$ cat src/rtl/vga_scan_timing_gen_if.sv
// Scan-stream and VGA-pin bundle for vga_scan_timing_gen.
// master = the timing generator, slave = the drawing pipeline / connector side.
interface vga_scan_timing_gen_if;
  logic [7:0]  RGB_in;
  logic        testPattern;
  logic [10:0] pixelX;
  logic [10:0] pixelY;
  logic        startOfFrame;
  logic        pixelTick;
  logic        hsyncN;
  logic        vsyncN;
  logic        blankN;
  logic [3:0]  red;
  logic [3:0]  green;
  logic [3:0]  blue;

  modport master (
    input  RGB_in, testPattern,
    output pixelX, pixelY, startOfFrame, pixelTick,
    output hsyncN, vsyncN, blankN, red, green, blue
  );

  modport slave (
    output RGB_in, testPattern,
    input  pixelX, pixelY, startOfFrame, pixelTick,
    input  hsyncN, vsyncN, blankN, red, green, blue
  );
endinterface

$ cat src/rtl/vga_scan_timing_gen.sv
// VGA scan counters, pixel-tick divider and sync/blank alignment pipeline.
// Optional colour-bar generator is enabled by defining TEST_PATTERN_EN.
module vga_scan_timing_gen #(
  parameter int H_ACTIVE   = 640,
  parameter int H_FP       = 16,
  parameter int H_SYNC     = 96,
  parameter int H_BP       = 48,
  parameter int V_ACTIVE   = 480,
  parameter int V_FP       = 10,
  parameter int V_SYNC     = 2,
  parameter int V_BP       = 33,
  parameter int CLK_DIV    = 2,
  parameter int PIPE_DELAY = 1
) (
  input  logic                  clk,
  input  logic                  resetN,
  vga_scan_timing_gen_if.master bus
);
  localparam int H_TOTAL = H_ACTIVE + H_FP + H_SYNC + H_BP;
  localparam int V_TOTAL = V_ACTIVE + V_FP + V_SYNC + V_BP;

  localparam logic [1:0]  DIV_LAST = 2'(CLK_DIV - 1);
  localparam logic [10:0] X_LAST   = 11'(H_TOTAL - 1);
  localparam logic [10:0] Y_LAST   = 11'(V_TOTAL - 1);
  localparam logic [10:0] X_ACT    = 11'(H_ACTIVE);
  localparam logic [10:0] Y_ACT    = 11'(V_ACTIVE);
  localparam logic [10:0] Y_SOF    = 11'(V_ACTIVE - 1);
  localparam logic [10:0] HS_FIRST = 11'(H_ACTIVE + H_FP);
  localparam logic [10:0] HS_LAST  = 11'(H_ACTIVE + H_FP + H_SYNC - 1);
  localparam logic [10:0] VS_FIRST = 11'(V_ACTIVE + V_FP);
  localparam logic [10:0] VS_LAST  = 11'(V_ACTIVE + V_FP + V_SYNC - 1);

  typedef struct packed {
`ifdef TEST_PATTERN_EN
    logic [10:0] x;
`endif
    logic active;
    logic hs;
    logic vs;
  } timing_t;

  logic [1:0]  div;
  logic        tick;
  logic        sof;
  logic [10:0] x;
  logic [10:0] y;
  timing_t     raw;
  timing_t     delayed;
  timing_t     pipe [PIPE_DELAY];
  logic        hsync_q;
  logic        vsync_q;
  logic        blank_q;
  logic [7:0]  rgb_q;
  logic [7:0]  colour;

  // Tick is registered so it stays low while reset is held, even with CLK_DIV=1.
  always_ff @(posedge clk or negedge resetN) begin
    if (!resetN) begin
      div  <= '0;
      tick <= 1'b0;
    end else begin
      tick <= (div == DIV_LAST);
      div  <= (div == DIV_LAST) ? 2'd0 : div + 2'd1;
    end
  end

  // Frame pulse fires as the counters step into the first vertical-blanking line.
  always_ff @(posedge clk or negedge resetN) begin
    if (!resetN) begin
      x   <= '0;
      y   <= '0;
      sof <= 1'b0;
    end else begin
      sof <= tick && (x == X_LAST) && (y == Y_SOF);
      if (tick) begin
        if (x == X_LAST) begin
          x <= '0;
          y <= (y == Y_LAST) ? 11'd0 : y + 11'd1;
        end else begin
          x <= x + 11'd1;
        end
      end
    end
  end

  always_comb begin
    raw        = '0;
    raw.active = (x < X_ACT) && (y < Y_ACT);
    raw.hs     = (x >= HS_FIRST) && (x <= HS_LAST);
    raw.vs     = (y >= VS_FIRST) && (y <= VS_LAST);
`ifdef TEST_PATTERN_EN
    raw.x      = x;
`endif
  end

  always_ff @(posedge clk or negedge resetN) begin
    if (!resetN) begin
      for (int i = 0; i < PIPE_DELAY; i++) pipe[i] <= '0;
    end else if (tick) begin
      pipe[0] <= raw;
      for (int i = 1; i < PIPE_DELAY; i++) pipe[i] <= pipe[i-1];
    end
  end

  assign delayed = pipe[PIPE_DELAY-1];

`ifdef TEST_PATTERN_EN
  localparam logic [10:0] BAR_W = 11'(H_ACTIVE / 8);
  logic [2:0] bar;
  logic [7:0] bar_colour;

  always_comb begin
    bar = 3'(delayed.x / BAR_W);
    case (bar)
      3'd0:    bar_colour = 8'hFF;
      3'd1:    bar_colour = 8'hFC;
      3'd2:    bar_colour = 8'h1F;
      3'd3:    bar_colour = 8'h1C;
      3'd4:    bar_colour = 8'hE3;
      3'd5:    bar_colour = 8'hE0;
      3'd6:    bar_colour = 8'h03;
      default: bar_colour = 8'h00;
    endcase
    colour = bus.testPattern ? bar_colour : bus.RGB_in;
  end
`else
  logic unused_test_pattern;
  assign unused_test_pattern = bus.testPattern;
  assign colour = bus.RGB_in;
`endif

  // Outside the delayed visible window the pins are forced black whatever arrives.
  always_ff @(posedge clk or negedge resetN) begin
    if (!resetN) begin
      hsync_q <= 1'b1;
      vsync_q <= 1'b1;
      blank_q <= 1'b0;
      rgb_q   <= 8'h00;
    end else if (tick) begin
      hsync_q <= ~delayed.hs;
      vsync_q <= ~delayed.vs;
      blank_q <= delayed.active;
      rgb_q   <= delayed.active ? colour : 8'h00;
    end
  end

  assign bus.pixelX       = x;
  assign bus.pixelY       = y;
  assign bus.startOfFrame = sof;
  assign bus.pixelTick    = tick;
  assign bus.hsyncN       = hsync_q;
  assign bus.vsyncN       = vsync_q;
  assign bus.blankN       = blank_q;
  assign bus.red          = {rgb_q[7:5], rgb_q[7]};
  assign bus.green        = {rgb_q[4:2], rgb_q[4]};
  assign bus.blue         = {rgb_q[1:0], rgb_q[1:0]};
endmodule
$ cat src/flat_wrapper.sv
// flat-port wrapper written by rule: the top's interface ports become plain ports
module vga_scan_timing_gen_flat 
#(
  parameter int H_ACTIVE   = 640,
  parameter int H_FP       = 16,
  parameter int H_SYNC     = 96,
  parameter int H_BP       = 48,
  parameter int V_ACTIVE   = 480,
  parameter int V_FP       = 10,
  parameter int V_SYNC     = 2,
  parameter int V_BP       = 33,
  parameter int CLK_DIV    = 2,
  parameter int PIPE_DELAY = 1
)
  (clk, resetN, bus_RGB_in, bus_testPattern, bus_pixelX, bus_pixelY, bus_startOfFrame, bus_pixelTick, bus_hsyncN, bus_vsyncN, bus_blankN, bus_red, bus_green, bus_blue);
  vga_scan_timing_gen_if bus_i ();
  input  logic clk;
  input  logic resetN;
  input wire logic [$bits(bus_i.RGB_in)-1:0] bus_RGB_in;
  input wire logic [$bits(bus_i.testPattern)-1:0] bus_testPattern;
  output wire logic [$bits(bus_i.pixelX)-1:0] bus_pixelX;
  output wire logic [$bits(bus_i.pixelY)-1:0] bus_pixelY;
  output wire logic [$bits(bus_i.startOfFrame)-1:0] bus_startOfFrame;
  output wire logic [$bits(bus_i.pixelTick)-1:0] bus_pixelTick;
  output wire logic [$bits(bus_i.hsyncN)-1:0] bus_hsyncN;
  output wire logic [$bits(bus_i.vsyncN)-1:0] bus_vsyncN;
  output wire logic [$bits(bus_i.blankN)-1:0] bus_blankN;
  output wire logic [$bits(bus_i.red)-1:0] bus_red;
  output wire logic [$bits(bus_i.green)-1:0] bus_green;
  output wire logic [$bits(bus_i.blue)-1:0] bus_blue;
  assign bus_i.RGB_in = bus_RGB_in;
  assign bus_i.testPattern = bus_testPattern;
  assign bus_pixelX = bus_i.pixelX;
  assign bus_pixelY = bus_i.pixelY;
  assign bus_startOfFrame = bus_i.startOfFrame;
  assign bus_pixelTick = bus_i.pixelTick;
  assign bus_hsyncN = bus_i.hsyncN;
  assign bus_vsyncN = bus_i.vsyncN;
  assign bus_blankN = bus_i.blankN;
  assign bus_red = bus_i.red;
  assign bus_green = bus_i.green;
  assign bus_blue = bus_i.blue;
  vga_scan_timing_gen #(.H_ACTIVE(H_ACTIVE), .H_FP(H_FP), .H_SYNC(H_SYNC), .H_BP(H_BP), .V_ACTIVE(V_ACTIVE), .V_FP(V_FP), .V_SYNC(V_SYNC), .V_BP(V_BP), .CLK_DIV(CLK_DIV), .PIPE_DELAY(PIPE_DELAY)) u_core (.clk(clk), .resetN(resetN), .bus(bus_i));
endmodule
$ cat config.mk
export PLATFORM = sky130hd
export DESIGN_NAME = vga_scan_timing_gen_flat
export DESIGN_NICKNAME = d
export VERILOG_FILES = /design/src/rtl/vga_scan_timing_gen_if.sv /design/src/rtl/vga_scan_timing_gen.sv /design/src/flat_wrapper.sv
export SDC_FILE = /design/constraint.sdc
export NUM_CORES = 1
export LEC_CHECK = 0
export CORE_UTILIZATION = 50
export CTS_BUF_LIST = sky130_fd_sc_hd__clkbuf_8
export DETAILED_ROUTE_END_ITERATION = 6
export PLACE_DENSITY = 0.77
export SYNTH_ARGS = -nofsm -noshare
export SYNTH_HDL_FRONTEND = slang
export SYNTH_SLANG_ARGS = --single-unit
$ cat constraint.sdc
create_clock -name clk -period 2.66 [get_ports clk]
set_input_delay 0.532 -clock clk [delete_from_list [all_inputs] [get_ports clk]]
set_output_delay 0.532 -clock clk [all_outputs]
set_load 0.02 [all_outputs]
# Word level (Yosys, flattened, before mapping)
# Index checks and enable logic that the tools add are counted.
# Widths: inputs -> output; s select.
word_totals:
  out_inout_bits: 39
  ff_bits: 40
  elab_cells: 37
classes:
  bitwise_logic: 2
  eq_ne: 4
  reduce_logical: 6
  magnitude_cmp: 6
  n_addsub: 3
  n_mux: 4
ops:
  columns: ["cell", "n"]
  rows:
  - ["$add 11x1->11 const B", 2]
  - ["$eq 11x10->1 const B", 2]
  - ["$mux 11", 2]
  - ["$eq 11x9->1 const B", 1]
  - ["$ge 11x10->1 const B", 1]
  - ["$ge 11x9->1 const B", 1]
  - ["$le 11x10->1 const B", 1]
  - ["$le 11x9->1 const B", 1]
  - ["$lt 11x10->1 const B", 1]
  - ["$lt 11x9->1 const B", 1]
  - ["$mux 8", 1]
  - ["$logic_and 1x1->1", 5]
  - ["$add 2x1->2 const B", 1]
  - ["$eq 2x1->1 const B", 1]
  - ["$mux 2", 1]
  - ["$not 1->1", 2]
  - ["$reduce_and 2->1", 1]

# Logic depth before layout (Yosys ltp)
# Gate-level depths: netlist of run 1.
depth:
  ltp_word: 3
  ltp_mapped: 6
  ltp_nobuf: 6

# Worst setup path after synthesis of run 1
# OpenSTA, ideal clock, no wires.
synth_timing:
  path_kind: "register to register"
  from: "register u_core.x[1], in the netlist u_core.bus.pixelX[1]"
  to: "register u_core.y[5], in the netlist u_core.bus.pixelY[5]"
  path_buffers: 1
  setup_time_ns: 0.083
  synth_period_minus_slack_ns: 2.089
  stages_incl_launch_ff: 7
  t_required_ns: 2.577
  arrival_time_ns: 2.006
  path_slack_ns: 0.571
  cell_sequence: "dfrtp_1 > ha_1 > nand4_1 > or3_1 > buf_6 > or4b_1 > o21ai_0"
synth_via:
  elab_chain_len: 2
synth_rtl:
  columns: ["element", "line_no", "text"]
  rows:
  - ["from (decl)", "vga_scan_timing_gen.sv:45", "logic [10:0] x;"]
  - ["from (signal assigned)", "vga_scan_timing_gen.sv:80", "x <= x + 11'd1;"]
  - ["$eq 11x10->1", "vga_scan_timing_gen.sv:76", "if (x == X_LAST) begin"]
  - ["$reduce_and 2->1 (no source line)", null, null]
  - ["to (signal assigned)", "vga_scan_timing_gen.sv:78", "y <= (y == Y_LAST) ? 11'd0 : y + 11'd1;"]
  - ["to (decl)", "vga_scan_timing_gen.sv:46", "logic [10:0] y;"]
# Every way passes these cells.
# A chain may end at the register's enable or synchronous reset.

# Final worst setup path of run 1
layout_timing:
  from: "register u_core.tick, in the netlist u_core.bus.pixelTick"
  to: "output bus_pixelTick"
layout_lines:
  columns: ["element", "line_no", "text"]
  rows:
  - ["from (decl)", "vga_scan_timing_gen.sv:43", "logic tick;"]
  - ["from (signal assigned)", "vga_scan_timing_gen.sv:62", "tick <= (div == DIV_LAST);"]
  - ["to (decl)", "flat_wrapper.sv:24", "output wire logic [$bits(bus_i.pixelTick)-1:0] bus_pixelTick;"]
# No word-level cell between the ends.

==> results of run 1 <==
-- worst max-delay path, stage by stage, from the launching register on --
cell             delay (ns)
dfrtp_1                0.37
buf_4                  0.31
clkdlybuf4s50_1        0.66
-- layer usage --
layer	wire [um]	vias to the layer above	global-route usage
li1	-	787	-
met1	1925	765	0.3126
met2	1901	36	0.3464
met3	151	7	0.04401
met4	91	0	0.1083
met5	0	-	0
-- through the flow --
step	setup slack (ns)	std cells
after floorplan	0.5714	200
after global placement	0.5581	284
after detailed placement	0.5549	284
after CTS	0.4766	292
after global routing	0.3262	292
final	0.4925	292
-- state kept, by name (all words and copies together) (netlist names) --
signal                   count
u_core.bus.blankN            1
u_core.bus.vsyncN            1
u_core.bus.pixelTick         1
u_core.rgb_q                 8
u_core.bus.pixelY           11
u_core.delayed               3
u_core.bus.startOfFrame      1
u_core.div                   2
u_core.bus.pixelX           11
u_core.bus.hsyncN            1
-- cell usage after synthesis (2+ instances only) --
cell	instances	area, um2
nand4b_1	2	17.52
mux2_2	2	22.52
or3_2	2	15.01
xnor2_1	7	61.31
o21ai_0	22	110.1
nand4_1	7	43.79
buf_1	2	7.510
dfstp_2	2	52.55
ha_1	5	62.56
and2_1	4	25.02
a31oi_1	4	25.02
clkbuf_1	4	15.01
nor3_1	4	20.02
buf_4	4	30.03
and3_1	4	25.02
xor2_1	5	43.79
nand2_1	10	37.54
mux2i_1	2	20.02
nand3_1	17	85.08
a21oi_1	4	20.02
buf_2	3	15.01
nor2_1	8	30.03
dfrtp_1	38	950.9
nor4b_1	2	17.52
inv_1	19	71.32
-- worst max-delay path by stage --
stage | startpoint | to
after floorplan | u_core.bus.pixelX[1] | u_core.bus.pixelY[5]
after global placement | u_core.bus.pixelX[1] | u_core.bus.pixelY[5]
after detailed placement | u_core.bus.pixelX[1] | u_core.bus.pixelY[5]
after CTS | u_core.bus.pixelTick | bus_pixelTick
after global routing | u_core.bus.pixelX[1] | u_core.bus.pixelY[5]
final | u_core.bus.pixelTick | bus_pixelTick
-- cell type report --
type                            instances  area [um2]  area share
Inverter                               19       71.32     0.02811
Tap cell                               48       60.06     0.02367
Multi-Input combinational cell        127       819.5      0.3230
Clock inverter                          2       10.01    0.003945
Clock buffer                            6       82.58     0.03254
Timing Repair Buffer                   50       490.5      0.1933
Sequential cell                        40        1003      0.3955
-- report_power, final --
group	internal, mW	switching (mW)
Sequential	0.614	0.00362
Clock	0.207	0.203
Combinational	0.0281	0.0309
-- logic make-up after synthesis --
kind of cell	Yosys count	share of synthesized area
AND/OR/NAND/NOR	70	0.2017
multiplexers	4	0.02156
AO/OA/AOI/OAI	36	0.1072
XOR/XNOR	12	0.05327
flip-flops	40	0.5086
adder cells (fa/ha/maj)	5	0.03171
buffers and inverters	33	0.07609
==> out/qor.txt, run 1 <==
outcome -> finished, final reports clean
detailed placement HPWL -> 2737 um
Starting DRT DRC Count -> 133
syn_area_per_cell -> 9.866 um2
clock buffers created by TritonCTS -> 5
worst max-slew margin expressed relative to the limit -> 0.4184
site row count -> 22
synthesized netlist cell count -> 200
Setup Viol. Count Final -> 0
setup repair after global routing missed its margin -> false
largest net degree at the start of global routing -> 41
TritonCTS sink count -> 40
buffer count from post-CTS setup fixing -> 0
number of antenna violations at the first check in global routing -> 0
Max FO, Critical Path -> 32
Overall Global Routing Usage -> 0.2281
number of search-and-repair iterations in the first detailed-routing pass -> 4
Port Buffers -> 48
nature of the critical path endpoint -> primary output
total number of yosys warnings -> 0
CTS clk-pin slew, worst paths -> 0.07 ns
Data arrival, critical path -> 1.64 ns
hold buffer count at CTS -> 0
P per Cell Area -> 428.2 nW/um2
final-report hold violation count -> 0
RR Endpoint -> u_core.bus.startOfFrame
count of inserted antenna diode cells -> 0
Slew @ Worst Pin -> 0.8723 ns
minimum hold slack -> 0.3398 ns
I/O Pins -> 50
R2R cell count -> 6
number of distinct library cells after synthesis -> 42
count of nets after finishing -> 259
leakage dissipation -> 1.068 nW
via count of the first global-routing pass -> 1524
category of the critical setup timing path -> flip-flop to primary output
wire length of the first global-routing pass -> 7238 um
Synthesized Nets -> 216
total of fill cells in the finished design -> 297
worst IR drop on VDD -> 0.2929 mV
width of the die -> 64.82 um
Starting Density -> 0.5310
most frequent standard cell in the layout excluding fill and tap cells -> clkdlybuf4s50_1
grt total ovfl -> 0
final RePlAce weighted congestion -> 0.8028
Post-synth top flop -> dfrtp_1
placement-stage cell area -> 2445 um2
post-cts sizing count -> 0
sequential element share of the synthesized area -> 0.5086
remaining routing DRC violations -> 0
number of enable flip-flop cells after synthesis -> 0
slack of the worst reg-to-reg path -> 0.51 ns
fraction of synthesis flops using an asynchronous set or reset pin -> 1.000
clock skew after layout -> 0.007418 ns
final core occ -> 0.6828
maximum frequency from static timing analysis -> 461.4 MHz
area growth from synthesis to layout -> 28.60%
Clock Tree Buf Depth -> 2
DIE AREA -> 4202 um2
CTS tree -> built
total design power -> 1.086 mW
Via-to-Cell Ratio -> 5.462
antenna-violating nets left -> 0
Die Height -> 64.82 um
core region area -> 3716 um2
area of the mapped netlist -> 1973 um2
area of all placed cells without fillers -> 2537 um2
data required time at the worst endpoint -> 2.13 ns
flip-flop and latch count after synthesis -> 40
max capacitance violation total -> 0
H-tree levels -> 2
Crit Reg-Reg Startpoint -> u_core.bus.pixelX[1]
startpoint type of the worst setup path -> flip-flop
post-detailed-routing wire length -> 4070 um
clock root buffer -> clkbuf_8
Final min period -> 2.167 ns
commonest non-fill, non-tap cells in the layout -> 47 x clkdlybuf4s50_1, 38 x dfrtp_1, 22 x o21ai_0
share of post-route cells with drive strength above 1 -> 0.09016
overall via count from detail_route -> 1595
class of the worst hold path -> input port to async pin
fin crit share -> 0.8148
average detailed-routed wire length per instance -> 13.94 um
Final TNS setup -> 0 ns
Clock Latency Late Sink -> 0.30 ns
Max Slew Vio Count -> 0
Power figures use the tool's default switching activity.
==> run 2, diff against run 1 <==
--- a/config.mk
+++ b/config.mk
@@ -5,10 +5,10 @@
 export SDC_FILE = /design/constraint.sdc
 export NUM_CORES = 1
 export LEC_CHECK = 0
-export CORE_UTILIZATION = 50
+export CORE_UTILIZATION = 46
 export CTS_BUF_LIST = sky130_fd_sc_hd__clkbuf_8
 export DETAILED_ROUTE_END_ITERATION = 6
-export PLACE_DENSITY = 0.77
+export PLACE_DENSITY = 0.75
 export SYNTH_ARGS = -nofsm -noshare
 export SYNTH_HDL_FRONTEND = slang
 export SYNTH_SLANG_ARGS = --single-unit
==> constraint.sdc (replaced) <==
create_clock -name clk -period 1.75 [get_ports clk]
set_input_delay 0.35 -clock clk [delete_from_list [all_inputs] [get_ports clk]]
set_output_delay 0.35 -clock clk [all_outputs]
set_load 0.02 [all_outputs]
==> out/qor.txt, run 2 (synthesis results as in run 1) <==
Overall Global Routing Usage -> 0.2210
area growth from synthesis to layout -> 44.96%
via count of the first global-routing pass -> 1568
max capacitance violation total -> 0
most frequent standard cell in the layout excluding fill and tap cells -> dfrtp_1
Max Slew Vio Count -> 0
worst IR drop on VDD -> 0.4987 mV
grt total ovfl -> 0
commonest non-fill, non-tap cells in the layout -> 34 x dfrtp_1, 30 x buf_4, 23 x clkdlybuf4s50_1
minimum hold slack -> 0.4198 ns
site row count -> 23
clock skew after layout -> 0.006139 ns
CTS tree -> built
TritonCTS sink count -> 40
share of power burned in registers -> 0.557
R2R cell count -> 5
Via-to-Cell Ratio -> 5.417
setup repair after global routing missed its margin -> true
detailed placement HPWL -> 3137 um
wire length of the first global-routing pass -> 7293 um
count of inserted antenna diode cells -> 0
most common cell type on the critical path -> or3_4
Starting DRT DRC Count -> 107
final-report hold violation count -> 0
H-tree levels -> 2
Clock Tree Buf Depth -> 2
number of antenna violations at the first check in global routing -> 0
slack of the worst reg-to-reg path -> -0.04 ns
antenna-violating nets left -> 0
leakage dissipation -> 1.442 nW
I/O Pins -> 50
DIE AREA -> 4556 um2
Data arrival, critical path -> 2.03 ns
remaining routing DRC violations -> 0
fin crit share -> 1.024
class of the worst hold path -> flip-flop to flip-flop
Port Buffers -> 48
proportion of total power due to net switching -> 0.2297
Clock Latency Late Sink -> 0.30 ns
total of fill cells in the finished design -> 323
Setup Viol. Count Final -> 3
core region area -> 4058 um2
outcome -> finished with violations
width of the die -> 67.50 um
count of nets after finishing -> 291
clock share of power -> 0.387
cell count of the worst hold path -> 1
Starting Density -> 0.4863
share of post-route cells with drive strength above 1 -> 0.2319
Final min period -> 1.793 ns
worst max-slew margin expressed relative to the limit -> 0.7018
average detailed-routed wire length per instance -> 14.73 um
Slew @ Worst Pin -> 0.4473 ns
Die Height -> 67.50 um
nature of the critical path endpoint -> flip-flop
Worst Hold Endpoint -> u_core.bus.pixelTick
combinational share of power -> 0.057
cell-internal power -> 1.299 mW
data required time at the worst endpoint -> 1.99 ns
hold path startpoint -> u_core.div[1]
net switching power -> 0.3873 mW
maximum frequency from static timing analysis -> 557.8 MHz
number of search-and-repair iterations in the first detailed-routing pass -> 4
Crit Reg-Reg Startpoint -> u_core.bus.pixelX[5]
post-layout worst setup margin -> -0.04266 ns
Max FO, Critical Path -> 6
category of the critical setup timing path -> flip-flop to flip-flop
P per Cell Area -> 589.6 nW/um2
post-detailed-routing wire length -> 4802 um
overall via count from detail_route -> 1766
critical path, cell by cell -> or3_4 > or3_4 > buf_4 > or3_4 > o21ai_2
final RePlAce weighted congestion -> 0.8485
CTS clk-pin slew, worst paths -> 0.08 ns
Final TNS setup -> -0.08066 ns
startpoint type of the worst setup path -> flip-flop
Largest stage delay, worst path -> 0.41 ns
largest net degree at the start of global routing -> 32
Crit-path slowest cell -> dfrtp_2
RR Endpoint -> u_core.bus.pixelY[9]
violations in the final reports -> setup timing
clock buffers created by TritonCTS -> 5
clock root buffer -> clkbuf_8
run 2: changes by cell type in the layout (fill, tap and decap cells not counted), sizes merged:
cell / before / now
dlygate4sd2: 0 / 14
buf: 3 / 34
clkdlybuf4s50: 47 / 23
clkinvlp: 0 / 2
clkinv: 2 / 0
dlymetal6s2s: 0 / 10
dlygate4sd3: 0 / 1
run 2: cell type report:
class | instances | area (um2) | area share
sequential | 40 | 1008 | 0.3526
multi-input combinational | 127 | 868.3 | 0.3036
timing repair buffer | 82 | 752.0 | 0.2629
clock buffer | 6 | 82.58 | 0.02887
inverter | 19 | 71.32 | 0.02493
tap | 50 | 62.56 | 0.02187
clock inverter | 2 | 15.01 | 0.005249
run 2: timing repair:
action,4_1_cts,5_1_grt
endpoints found under the setup margin,23,21
pin swaps,2,9
gates cloned,0,1
hold endpoints to repair,16,0
setup buffers,5,2
hold buffers,1,0
resized for setup,18,21
run 2: power groups by stage:
stage / combinational [mW] / clock (mW) / sequential (mW)
floorplan: 0.0189 / 0 / 0.969
global placement: 0.0937 / 0 / 0.957
detailed placement: 0.0956 / 0 / 0.957
CTS: 0.0975 / 0.663 / 0.939
global route: 0.105 / 0.704 / 0.940
finish: 0.0956 / 0.652 / 0.939
run 2: worst max-delay path: cells and delay by family, from the launching register on:
kind	cells	cell delay (ns)
DFF	1	0.41
and+or+nand+nor	3	1.12
AOI/OAI and AO/OA	1	0.06
buffers and inverters	1	0.15
run 2: worst max-delay path by stage:
stage | from | end | cells past startpoint | slack, ns
finish | u_core.bus.pixelX[5] | u_core.bus.pixelY[9] | 5 | -0.04
global route | u_core.bus.pixelX[5] | u_core.bus.pixelY[5] | 4 | -0.11
CTS | u_core.bus.pixelX[5] | u_core.bus.pixelY[5] | 4 | -0.04
detailed placement | u_core.bus.pixelX[5] | u_core.bus.pixelY[5] | 4 | -0.15
global placement | u_core.bus.pixelX[5] | u_core.bus.pixelY[5] | 4 | -0.13
floorplan | u_core.bus.pixelX[5] | u_core.bus.pixelY[5] | 5 | -0.23
run 2: routing by layer:
metal / wire [um] / up-vias / global-route usage
met4: 61 / 0 / 0.08245
met2: 2360 / 60 / 0.3540
met3: 288 / 5 / 0.06757
met5: 0 / - / 0
met1: 2091 / 855 / 0.2782
li1: - / 846 / -
run 2: metrics by stage:
step | cells | setup slack [ns] | cell area [um2] | utilization | power, mW
global placement | 309 | -0.1340 | 2628 | 0.6475 | 1.050
detailed placement | 309 | -0.1528 | 2628 | 0.6475 | 1.053
global route | 326 | -0.1090 | 2860 | 0.7049 | 1.750
CTS | 323 | -0.03766 | 2773 | 0.6833 | 1.699
finish | 326 | -0.04266 | 2860 | 0.7049 | 1.686
floorplan | 200 | -0.2343 | 1981 | - | 0.9880
==> run 3, diff against run 2 <==
--- a/config.mk
+++ b/config.mk
@@ -5,6 +5,7 @@
 export SDC_FILE = /design/constraint.sdc
 export NUM_CORES = 1
 export LEC_CHECK = 0
+export CORE_MARGIN = 2
 export CORE_UTILIZATION = 46
 export CTS_BUF_LIST = sky130_fd_sc_hd__clkbuf_8
 export DETAILED_ROUTE_END_ITERATION = 6
==> constraint.sdc (replaced) <==
create_clock -name clk -period 1.75 [get_ports clk]
set_input_delay 0.35 -clock clk [delete_from_list [all_inputs] [get_ports clk]]
set_output_delay 0.35 -clock clk [all_outputs]
set_load 0.01 [all_outputs]
==> out/qor.txt, run 3 (synthesis results as in run 1) <==
TritonCTS sink count -> 40
Slew @ Worst Pin -> 0.4939 ns
Final min period -> 1.804 ns
Data arrival, critical path -> 2.03 ns
RR Endpoint -> u_core.bus.pixelY[5]
Setup Viol. Count Final -> 1
commonest non-fill, non-tap cells in the layout -> 43 x clkdlybuf4s50_1, 34 x dfrtp_1, 25 x buf_4
count of nets after finishing -> 286
CTS clk-pin slew, worst paths -> 0.08 ns
via count of the first global-routing pass -> 1633
Starting Density -> 0.4863
clock buffers created by TritonCTS -> 5
most common cell type on the critical path -> or3_4
minimum hold slack -> 0.007270 ns
overall via count from detail_route -> 1710
start point of the critical path -> u_core.bus.pixelX[5]
# placed instances -> 310
Max Slew Vio Count -> 0
final-report hold violation count -> 0
P per Cell Area -> 631.1 nW/um2
nature of the critical path endpoint -> flip-flop
Port Buffers -> 48
Largest stage delay, worst path -> 0.47 ns
outcome -> finished with violations
detailed route wirelength on metal3 -> 264 um
slack of the worst reg-to-reg path -> -0.05 ns
core region area -> 4058 um2
proportion of total power due to net switching -> 0.2054
clock share of power -> 0.438
remaining routing DRC violations -> 0
data required time at the worst endpoint -> 1.97 ns
net switching power -> 0.3738 mW
clock root buffer -> clkbuf_8
cell-internal power -> 1.446 mW
number of antenna violations at the first check in global routing -> 0
Crit Reg-Reg Startpoint -> u_core.bus.pixelX[5]
grt total ovfl -> 0
critical path, cell by cell -> or3_4 > or3_4 > or4b_1 > o21ai_1
final RePlAce weighted congestion -> 0.8083
count of inserted antenna diode cells -> 0
Die Height -> 69.50 um
Overall Global Routing Usage -> 0.1984
maximum frequency from static timing analysis -> 554.5 MHz
post-layout worst setup margin -> -0.05357 ns
I/O Pins -> 50
Max FO, Critical Path -> 8
Clock Latency Late Sink -> 0.30 ns
setup repair after global routing missed its margin -> true
H-tree levels -> 2
share of post-route cells with drive strength above 1 -> 0.2214
Clock Tree Buf Depth -> 2
largest net degree at the start of global routing -> 22
CTS tree -> built
detailed placement HPWL -> 3146 um
violations in the final reports -> setup timing
width of the die -> 69.50 um
worst max-slew margin expressed relative to the limit -> 0.6661
share of power burned in registers -> 0.516
class of the worst hold path -> input port to async pin
Crit-path slowest cell -> or4b_1
WP depth -> 4
fin crit share -> 1.031
site row count -> 23
Via-to-Cell Ratio -> 5.327
leakage dissipation -> 1.279 nW
post-detailed-routing wire length -> 4452 um
max capacitance violation total -> 0
number of search-and-repair iterations in the first detailed-routing pass -> 4
routed wl met2 -> 2114 um
detailed-route wire length on metal 1 -> 2008 um
dominant delay contributor by cell family on the critical path -> simple AND/OR/NAND/NOR gates
worst IR drop on VDD -> 0.4008 mV
Final TNS setup -> -0.05357 ns
clock skew after layout -> 0.006805 ns
category of the critical setup timing path -> flip-flop to flip-flop
Starting DRT DRC Count -> 136
antenna-violating nets left -> 0
area growth from synthesis to layout -> 46.16%
Buf/Inv on CP -> 0
R2R cell count -> 4
highest metal layer used by the detailed router -> met4
final cell count without fillers -> 321
last element of the critical path -> u_core.bus.pixelY[5]
most frequent standard cell in the layout excluding fill and tap cells -> clkdlybuf4s50_1
hold buffer count at CTS -> 0
combinational share of power -> 0.046
startpoint type of the worst setup path -> flip-flop
average detailed-routed wire length per instance -> 13.87 um
DIE AREA -> 4830 um2
wire length of the first global-routing pass -> 7631 um
## run 3: worst reg2reg max path, delay by kind of cell (launching register included)
| family | cells | cell delay [ns] |
|---|---|---|
| simple gates | 3 | 1.25 |
| flops | 1 | 0.40 |
| compound gates | 1 | 0.09 |
## run 3: worst min path at each step
stage                start                end  slack [ns]  cells after the start
detailed placement  resetN    u_core.rgb_q[4]        0.35                      1
CTS                 resetN    u_core.rgb_q[4]        0.02                      1
floorplan           resetN  u_core.bus.blankN        0.05                      0
finish              resetN    u_core.rgb_q[4]       0.007                      1
global route        resetN    u_core.rgb_q[1]        0.04                      1
global placement    resetN    u_core.rgb_q[4]        0.34                      1
## run 3: metrics by stage
stage / utilization / setup slack (ns) / power (mW) / cell area, um2
final: 0.7108 / -0.05357 / 1.820 / 2884
after CTS: 0.7009 / -0.05277 / 1.832 / 2844
after detailed placement: 0.6522 / -0.1910 / 1.043 / 2646
after floorplan: - / -0.2023 / 0.9768 / 1979
after global routing: 0.7108 / -0.1477 / 1.882 / 2884
after global placement: 0.6522 / -0.1448 / 1.041 / 2646
## run 3: metal layers
| metal | global-route usage | up-vias |
|---|---|---|
| met3 | 0.05378 | 7 |
| met4 | 0.06536 | 0 |
| li1 | - | 842 |
| met5 | 0 | - |
| met1 | 0.2580 | 806 |
| met2 | 0.3216 | 55 |
## run 3: cell type report
type / count / area [um2]
inverters: 19 / 71.32
fillers: 313 / 1174
well taps: 50 / 62.56
clock inverters: 2 / 38.79
clock buffers: 6 / 82.58
repair buffers: 77 / 753.2
multi-input cells: 127 / 867.1
flip-flops and latches: 40 / 1008
## run 3: what timing repair did
action / CTS / global route
gates cloned: 1 / 0
setup buffers: 2 / 0
resized for setup: 8 / 10
endpoints found under the hold margin: 0 / 0
endpoints found under the setup margin: 12 / 15
pin swaps: 1 / 1
## run 3: power by group through the flow
| stage | Sequential [mW] | Clock [mW] | Combinational [mW] |
|---|---|---|---|
| floorplan | 0.962 | 0 | 0.0151 |
| global placement | 0.957 | 0 | 0.0846 |
| detailed placement | 0.957 | 0 | 0.0860 |
| CTS | 0.939 | 0.807 | 0.0864 |
| global route | 0.941 | 0.849 | 0.0925 |
| finish | 0.939 | 0.797 | 0.0842 |
